[src/rtl/unsigned_mul_8x8_ha_reduce.sv]
// Final reduction stage of an 8x8 unsigned multiplier.
// Four half-adder compressed groups, each a 9-bit sum row (t) and a 7-bit carry row (b),
// are accumulated one group per cycle into a 17-bit exact sum. The 16-bit product is
// then either saturated or wrapped, depending on SAT_EN.
module unsigned_mul_8x8_ha_reduce #(
  parameter int unsigned SAT_EN = 1
) (
  input  logic        clk,
  input  logic        rst_n,
  input  logic        in_valid,
  output logic        in_ready,
  input  logic [6:0]  ha_array_0_b,
  input  logic [6:0]  ha_array_1_b,
  input  logic [6:0]  ha_array_2_b,
  input  logic [6:0]  ha_array_3_b,
  input  logic [8:0]  ha_array_0_t,
  input  logic [8:0]  ha_array_1_t,
  input  logic [8:0]  ha_array_2_t,
  input  logic [8:0]  ha_array_3_t,
  output logic        out_valid,
  input  logic        out_ready,
  output logic [15:0] p,
  output logic        ovf
);

  localparam logic [1:0] IDLE = 2'd0;
  localparam logic [1:0] ACC  = 2'd1;
  localparam logic [1:0] DONE = 2'd2;

  logic [1:0]  state;
  logic [1:0]  gc;
  logic [16:0] acc;
  logic [8:0]  t_reg [4];
  logic [6:0]  b_reg [4];

  logic        take;
  logic [9:0]  group_val;
  logic [16:0] addend;
  logic [16:0] sum_next;
  logic [15:0] p_next;

  assign in_ready  = (state == IDLE);
  assign out_valid = (state == DONE);
  assign take      = in_valid && in_ready;

  // Capture all four groups on a transfer so later input changes cannot reach the result
  always_ff @(posedge clk) begin
    if (take) begin
      t_reg[0] <= ha_array_0_t;
      t_reg[1] <= ha_array_1_t;
      t_reg[2] <= ha_array_2_t;
      t_reg[3] <= ha_array_3_t;
      b_reg[0] <= ha_array_0_b;
      b_reg[1] <= ha_array_1_b;
      b_reg[2] <= ha_array_2_b;
      b_reg[3] <= ha_array_3_b;
    end
  end

  // Weight the current group (carry row sits two places above the sum row), shift by 2*gc, and add
  always_comb begin
    group_val = {1'b0, t_reg[gc]} + {1'b0, b_reg[gc], 2'b00};
    addend    = {7'd0, group_val} << {gc, 1'b0};
    sum_next  = acc + addend;
    if ((SAT_EN != 0) && sum_next[16]) begin
      p_next = 16'hFFFF;
    end else begin
      p_next = sum_next[15:0];
    end
  end

  // Control: IDLE accepts, ACC adds one group per cycle, DONE holds the result until consumed
  always_ff @(posedge clk or negedge rst_n) begin
    if (!rst_n) begin
      state <= IDLE;
      gc    <= 2'd0;
      acc   <= 17'd0;
      p     <= 16'd0;
      ovf   <= 1'b0;
    end else begin
      case (state)
        IDLE: begin
          if (in_valid) begin
            state <= ACC;
            gc    <= 2'd0;
            acc   <= 17'd0;
          end
        end
        ACC: begin
          acc <= sum_next;
          gc  <= gc + 2'd1;
          if (gc == 2'd3) begin
            state <= DONE;
            p     <= p_next;
            ovf   <= sum_next[16];
          end
        end
        DONE: begin
          if (out_ready) begin
            state <= IDLE;
          end
        end
        default: begin
          state <= IDLE;
        end
      endcase
    end
  end

endmodule

[config.mk]
export PLATFORM = sky130hd
export DESIGN_NAME = unsigned_mul_8x8_ha_reduce
export DESIGN_NICKNAME = d
export VERILOG_FILES = /design/src/rtl/unsigned_mul_8x8_ha_reduce.sv
export SDC_FILE = /design/constraint.sdc
export NUM_CORES = 1
export LEC_CHECK = 0
export CAP_MARGIN = 20
export CORE_MARGIN = 1
export CORE_UTILIZATION = 40
export CTS_CLUSTER_SIZE = 12
export DETAILED_ROUTE_END_ITERATION = 10
export DONT_BUFFER_PORTS = 1
export SETUP_SLACK_MARGIN = 0.3
export SLEW_MARGIN = 0
export SYNTH_ARGS = -nofsm -noshare
export SYNTH_HDL_FRONTEND = slang
export SYNTH_SLANG_ARGS = --single-unit
[constraint.sdc]
create_clock -name clk -period 6 [get_ports clk]
set_input_delay 1.2 -clock clk [delete_from_list [all_inputs] [get_ports clk]]
set_output_delay 1.2 -clock clk [all_outputs]
set_load 0.05 [all_outputs]
==> results of run 1 <==
worst paths after layout:
kind                                      from             endpoint  slack [ps]  cells after the start
max                          gc[0]$_DFFE_PN0P_    p[15]$_DFFE_PN0P_         780                     14
min                        acc[12]$_DFFE_PN0P_  acc[12]$_DFFE_PN0P_         520                      1
max reg2reg                  gc[0]$_DFFE_PN0P_    p[15]$_DFFE_PN0P_         780                     14
min reg2reg                acc[12]$_DFFE_PN0P_  acc[12]$_DFFE_PN0P_         520                      1
max in group asynchronous                rst_n  acc[13]$_DFFE_PN0P_        5380                      0
min in group asynchronous                rst_n   acc[7]$_DFFE_PN0P_         530                      0
cell usage after synthesis, types with 6 or more instances:
cell / n / area (sq um)
edfxtp_1: 64 / 1920
dfrtp_1: 38 / 951
nand2_1: 29 / 109
o21ai_0: 25 / 125
ha_1: 24 / 300
a21oi_1: 23 / 115
nor2_1: 22 / 82.6
mux4_2: 16 / 360
clkbuf_1: 11 / 41.3
nand3_1: 11 / 55.1
xor2_1: 11 / 96.3
a31oi_1: 10 / 62.6
o22a_1: 9 / 78.8
a22o_1: 6 / 52.6
xnor2_1: 6 / 52.6
placed cells by master (no fill, tap or decap), types with 2 or more instances in the layout:
| cell | instances |
|---|---|
| inv_1 | 4 |
| dfrtp_1 | 38 |
| and3_1 | 3 |
| a21o_1 | 5 |
| a21oi_2 | 2 |
| xnor2_1 | 6 |
| o2bb2ai_1 | 2 |
| a31oi_1 | 10 |
| a22o_1 | 6 |
| clkbuf_1 | 2 |
| ha_1 | 24 |
| mux2i_1 | 3 |
| or3_1 | 3 |
| o31ai_1 | 2 |
| fa_1 | 2 |
| nand4_1 | 5 |
| a21o_2 | 4 |
| nor2b_1 | 3 |
| nand3_1 | 11 |
| edfxtp_1 | 64 |
| nand2_1 | 29 |
| nor2_1 | 22 |
| xor2_1 | 11 |
| a21oi_1 | 23 |
| buf_4 | 4 |
| nand2b_1 | 3 |
| inv_6 | 2 |
| o21ai_0 | 25 |
| clkbuf_16 | 9 |
| mux4_2 | 16 |
| o311ai_0 | 3 |
| o22a_1 | 9 |
cells by family (layout without fill, tap and decap cells):
| kind of cell | after synthesis | after routing | synth area share [%] |
|---|---|---|---|
| AOI/OAI and AO/OA | 108 | 108 | 14.7 |
| xor gates and xnor gates | 18 | 18 | 3.24 |
| adders and majority gates | 26 | 26 | 6.68 |
| DFF | 102 | 102 | 56.4 |
| buffers and inverters | 27 | 26 | 3.27 |
| and+or+nand+nor | 84 | 84 | 7.59 |
| muxes | 21 | 21 | 8.15 |
critical path: cells and delay by family (launching register included):
kind / cells / cell delay (ps)
adder cells (fa/ha/maj): 2 / 660
flip-flops: 1 / 600
buffers and inverters: 1 / 400
multiplexers: 3 / 1610
AND/OR/NAND/NOR: 1 / 290
AO/OA/AOI/OAI: 7 / 1580
through the flow:
step	area, sq um	hold WS [ps]	setup WS, ps	cells	util (%)
after floorplan	5090	456	1360	386	-
after global placement	5190	483	927	537	42.5
after detailed placement	5190	498	820	537	42.5
after CTS	5490	515	786	553	45.0
after global routing	5490	513	404	553	45.0
final	5490	516	784	553	45.0
cell type report:
type	instances	area (sq um)	area share, %
flip-flops and latches	102	2870	52.3
multi-input cells	257	2060	37.4
clock buffers	11	233	4.24
well taps	168	210	3.83
clock inverters	5	66.3	1.21
repair buffers	4	30.0	0.547
inverters	6	22.5	0.410
per-layer routing:
metal	track usage, %	vias up	part of all wire (%)
met2	26.6	94	47
li1	-	1476	-
met5	0	-	0
met1	19.8	1508	45
met4	7.01	0	2.3
met3	5.43	20	5.8
==> impl_results.md, run 1 <==
* Status: finished clean
* Clock Path Buffers at 2
* Seq cells post-synth at 102
* Worst skew pair latency at 360 ps
* Final clock skew at 7.04 ps
* Die height at 115 um
* Drt wl/cell at 18.1 um
* Pre-antenna DRT Iters at 4
* Chip width at 115 um
* CP arrival at 5510 ps
* CORE AREA at 12200 sq um
* Post-synth top flop: edfxtp_1
* Syn nets at 480
* Max Cap Violations at 0
* Actual slew at the worst max-slew pin at 932 ps
* Floorplan row count at 40
* Antenna violation net count after detailed routing at 0
* First-pass GRT wire length at 15900 um
* Final setup fails at 0
* Critical path's slowest cell: dfrtp_1
* Yosys cell types at 62
* DR vias at 3098
* Port buffer count at 0
* Fin crit period at 5220 ps
* Number of flops mapped to enable cells by yosys at 64
* Post-CTS Setup Bufs at 0
* Critical-path maximum fanout at 25
* Synthesized cell area at 5090 sq um
* Crit path cell chain: buf_4 -> mux4_2 -> ha_1 -> or2_2 -> o221ai_1 -> a21oi_1 -> mux4_2 -> ha_1 -> a21oi_2 -> o21ai_0 -> a221oi_2 -> o21a_4 -> mux2i_2 -> o22a_2
* H-tree depth at 3
* CTS Root Cell: clkbuf_16
* Reg clk slew, reported paths at 70 ps
* Share of layout cells above drive strength 1 at 13.5%
* CP Launch Type: register
* Post-Synthesis Cells at 386
* Crit. End Element: register
* 1st-iter DRT viols at 151
* Num CTS Buffers at 9
* Hold_buf cts at 0
* Hold Crit Class: reg -> reg
* Global-route usage over all layers at 16.3%
* Starting Density at 41.7%
* Period utilisation layout at 86.9%
* TritonCTS clock tree: yes
* Slew Viols, Final at 0
* Post-Route WL at 10000 um
* Nets@finish at 474
* Critical Path RT at 6290 ps
* Detailed placement HPWL at 7360 um
* GRT Residual Overflow at 0
* Vias in the first global route at 3151
* WS Path Type: reg -> reg
* Final setup TNS at 0 ps
* Top Ports at 87
* Area growth, synth to finish at 7.76%
* Largest net degree at the start of global routing at 50
* Syn Area/Cell at 13.2 sq um
* Sink Count at 102
* RSZ-0062 raised after global routing: false
* Post-synthesis sequential area ratio at 56.4%
* Max reg flops at 36
* CP peak stage delay at 600 ps
* Yosys Warn Count at 0
* FILL cells at 1152
* Antenna diodes at 0
* Fmax at 0.192 GHz
* Max-slew headroom at 37.6%
* Fin. Hold Viols at 0
* Number of remaining DRC errors at 0
* Via density at 5.60
* FFs w/ async S/R, synth at 37.3%
* Initial antenna violation count at 0
* Die area at 13200 sq um
* Global placer's final weighted congestion at 0.893
* Post-CTS sizing at 0
Power of run 1 is not shown: default switching activity piles up to over one toggle a cycle in this logic, so the estimate is an artifact.
==> inputs of run 2 (changes only) <==
Settings changed: CAP_MARGIN 20 to 10, CORE_UTILIZATION 40 to 57, CTS_BUF_LIST from default to sky130_fd_sc_hd__clkbuf_4 sky130_fd_sc_hd__clkbuf_8, PLACE_DENSITY from default to 0.72.
==> run 2 against run 1 <==
Via count is 0.65% lower; largest cell class unchanged; fmax is 0.47% higher; register-to-register slack better by 20 ps; non-clock buffer count is 1 higher; cell area is 3.4% lower; first-iteration DRC count is 21% higher.
==> impl_results.md, run 2 (same netlist as run 1, synthesis figures left out) <==
* Status: finished clean
* Chip width at 96.5 um
* CP peak stage delay at 650 ps
* TritonCTS clock tree: yes
* Global-route usage over all layers at 21.5%
* Antenna diodes at 0
* Share of layout cells above drive strength 1 at 14.0%
* RSZ-0062 raised after global routing: false
* Detailed placement HPWL at 6890 um
* Via density at 6.24
* Most frequent cells in the layout: edfxtp_1, dfrtp_1, nand2_1
* Top Ports at 87
* Antenna violation net count after detailed routing at 0
* Nets@finish at 475
* Delay-heaviest family, CP: compound AO/OA/AOI/OAI gates
* Met1 Track Usage GR at 28.1%
* Vias in the first global route at 2976
* Met2 GRT Util at 35.2%
* 1st-iter DRT viols at 182
* Fin crit period at 5190 ps
* Critical-path maximum fanout at 11
* CTS Root Cell: clkbuf_8
* Final setup TNS at 0 ps
* DR vias at 3078
* Area growth, synth to finish at 4.05%
* Initial antenna violation count at 0
* Crit. End Element: register
* Met3 Resource Use GR at 4.54%
* Fin. Hold Viols at 0
* Worst skew pair latency at 360 ps
* CORE AREA at 8680 sq um
* Starting Density at 58.7%
* Hold Crit Class: in -> async
* CP Launch Type: register
* Post-CTS sizing at 0
* Max Cap Violations at 0
* Crit path cell chain: mux4_2 -> ha_1 -> fa_1 -> a21o_1 -> a21o_1 -> a21o_1 -> a2111oi_0 -> a41oi_1 -> a21oi_1 -> ha_1 -> nand2_1 -> nor2_1 -> a221oi_2 -> o21a_4 -> mux2i_2 -> o22a_2
* Final clock skew at 5.06 ps
* Clock Path Buffers at 2
* Critical Path RT at 6310 ps
* Slew Viols, Final at 0
* Most used cell along the critical path: a21o_1
* Final setup fails at 0
* Port buffer count at 0
* First-pass GRT wire length at 14500 um
* Critical path's slowest cell: dfrtp_1
* Max-slew headroom at 38.5%
* Hold_buf cts at 0
* Post-CTS Setup Bufs at 0
* Die height at 96.5 um
* GRT Residual Overflow at 0
* Commonest non-fill, non-tap cell in the layout: edfxtp_1
* Global placer's final weighted congestion at 0.893
* Pre-antenna DRT Iters at 4
* Die area at 9320 sq um
* Number of remaining DRC errors at 0
* Largest net degree at the start of global routing at 50
* Floorplan row count at 34
* Actual slew at the worst max-slew pin at 919 ps
* WS Path Type: reg -> reg
* Post-Route WL at 9230 um
* Num CTS Buffers at 9
* Reg clk slew, reported paths at 100 ps
* H-tree depth at 3
* Sink Count at 102
* Period utilisation layout at 86.5%
* Bufs and invs on worst path at 0
* Fmax at 0.193 GHz
* CP arrival at 5500 ps
* Max reg flops at 36
* Global route hottest layer: met2
* Drt wl/cell at 18.7 um
run 2: cell types whose count changed in the layout (fill, tap and decap cells not counted):
cell       delta
clkbuf_8      +9
clkinv_4      +2
buf_4         +1
bufinv_16     -1
clkbuf_16     -9
clkbuf_1      -2
run 2: stage by stage:
step	setup WS [ps]	std cells	instance area (sq um)	hold WS, ps	utilization (%)
final	809	493	5300	517	61.1
after global routing	438	493	5300	489	61.1
after CTS	764	493	5300	501	61.1
after detailed placement	808	478	5120	499	59.0
after global placement	905	478	5120	490	59.0
after floorplan	1360	386	5090	456	-
run 2: path summary, 6_finish.rpt:
check	from	endpoint	slack, ps	depth (start not counted)
worst max-delay path	gc[0]$_DFFE_PN0P_	p[15]$_DFFE_PN0P_	810	16
worst min-delay path	rst_n	ovf$_DFFE_PN0P_	520	0
worst max register to register	gc[0]$_DFFE_PN0P_	p[15]$_DFFE_PN0P_	810	16
worst min register to register	acc[13]$_DFFE_PN0P_	acc[13]$_DFFE_PN0P_	520	1
max in group asynchronous	rst_n	p[15]$_DFFE_PN0P_	5400	0
min in group clk	acc[13]$_DFFE_PN0P_	acc[13]$_DFFE_PN0P_	520	1
run 2: routing by layer:
metal | up-vias | routed length, um | share of wire, %
met3 | 16 | 567 | 6.1
met1 | 1467 | 4030 | 44
met2 | 117 | 4500 | 49
met4 | 0 | 127 | 1.4
li1 | 1478 | - | -
met5 | - | 0 | 0
run 2: layout make-up:
class	instances	area [sq um]
clock buffer	9	124
tap	108	135
clock inverter	6	53.8
fill	698	3380
inverter	6	22.5
sequential	102	2870
timing repair buffer	5	37.5
multi-input combinational	257	2060
Power of run 2 is left out for the same reason.
==> inputs of run 3 (changes only) <==
Settings changed: CTS_CLUSTER_DIAMETER from default to 200.
==> results of run 3 <==
Final layout, timing and power as in run 2 (identical DEF).
Power of run 3 is left out for the same reason.
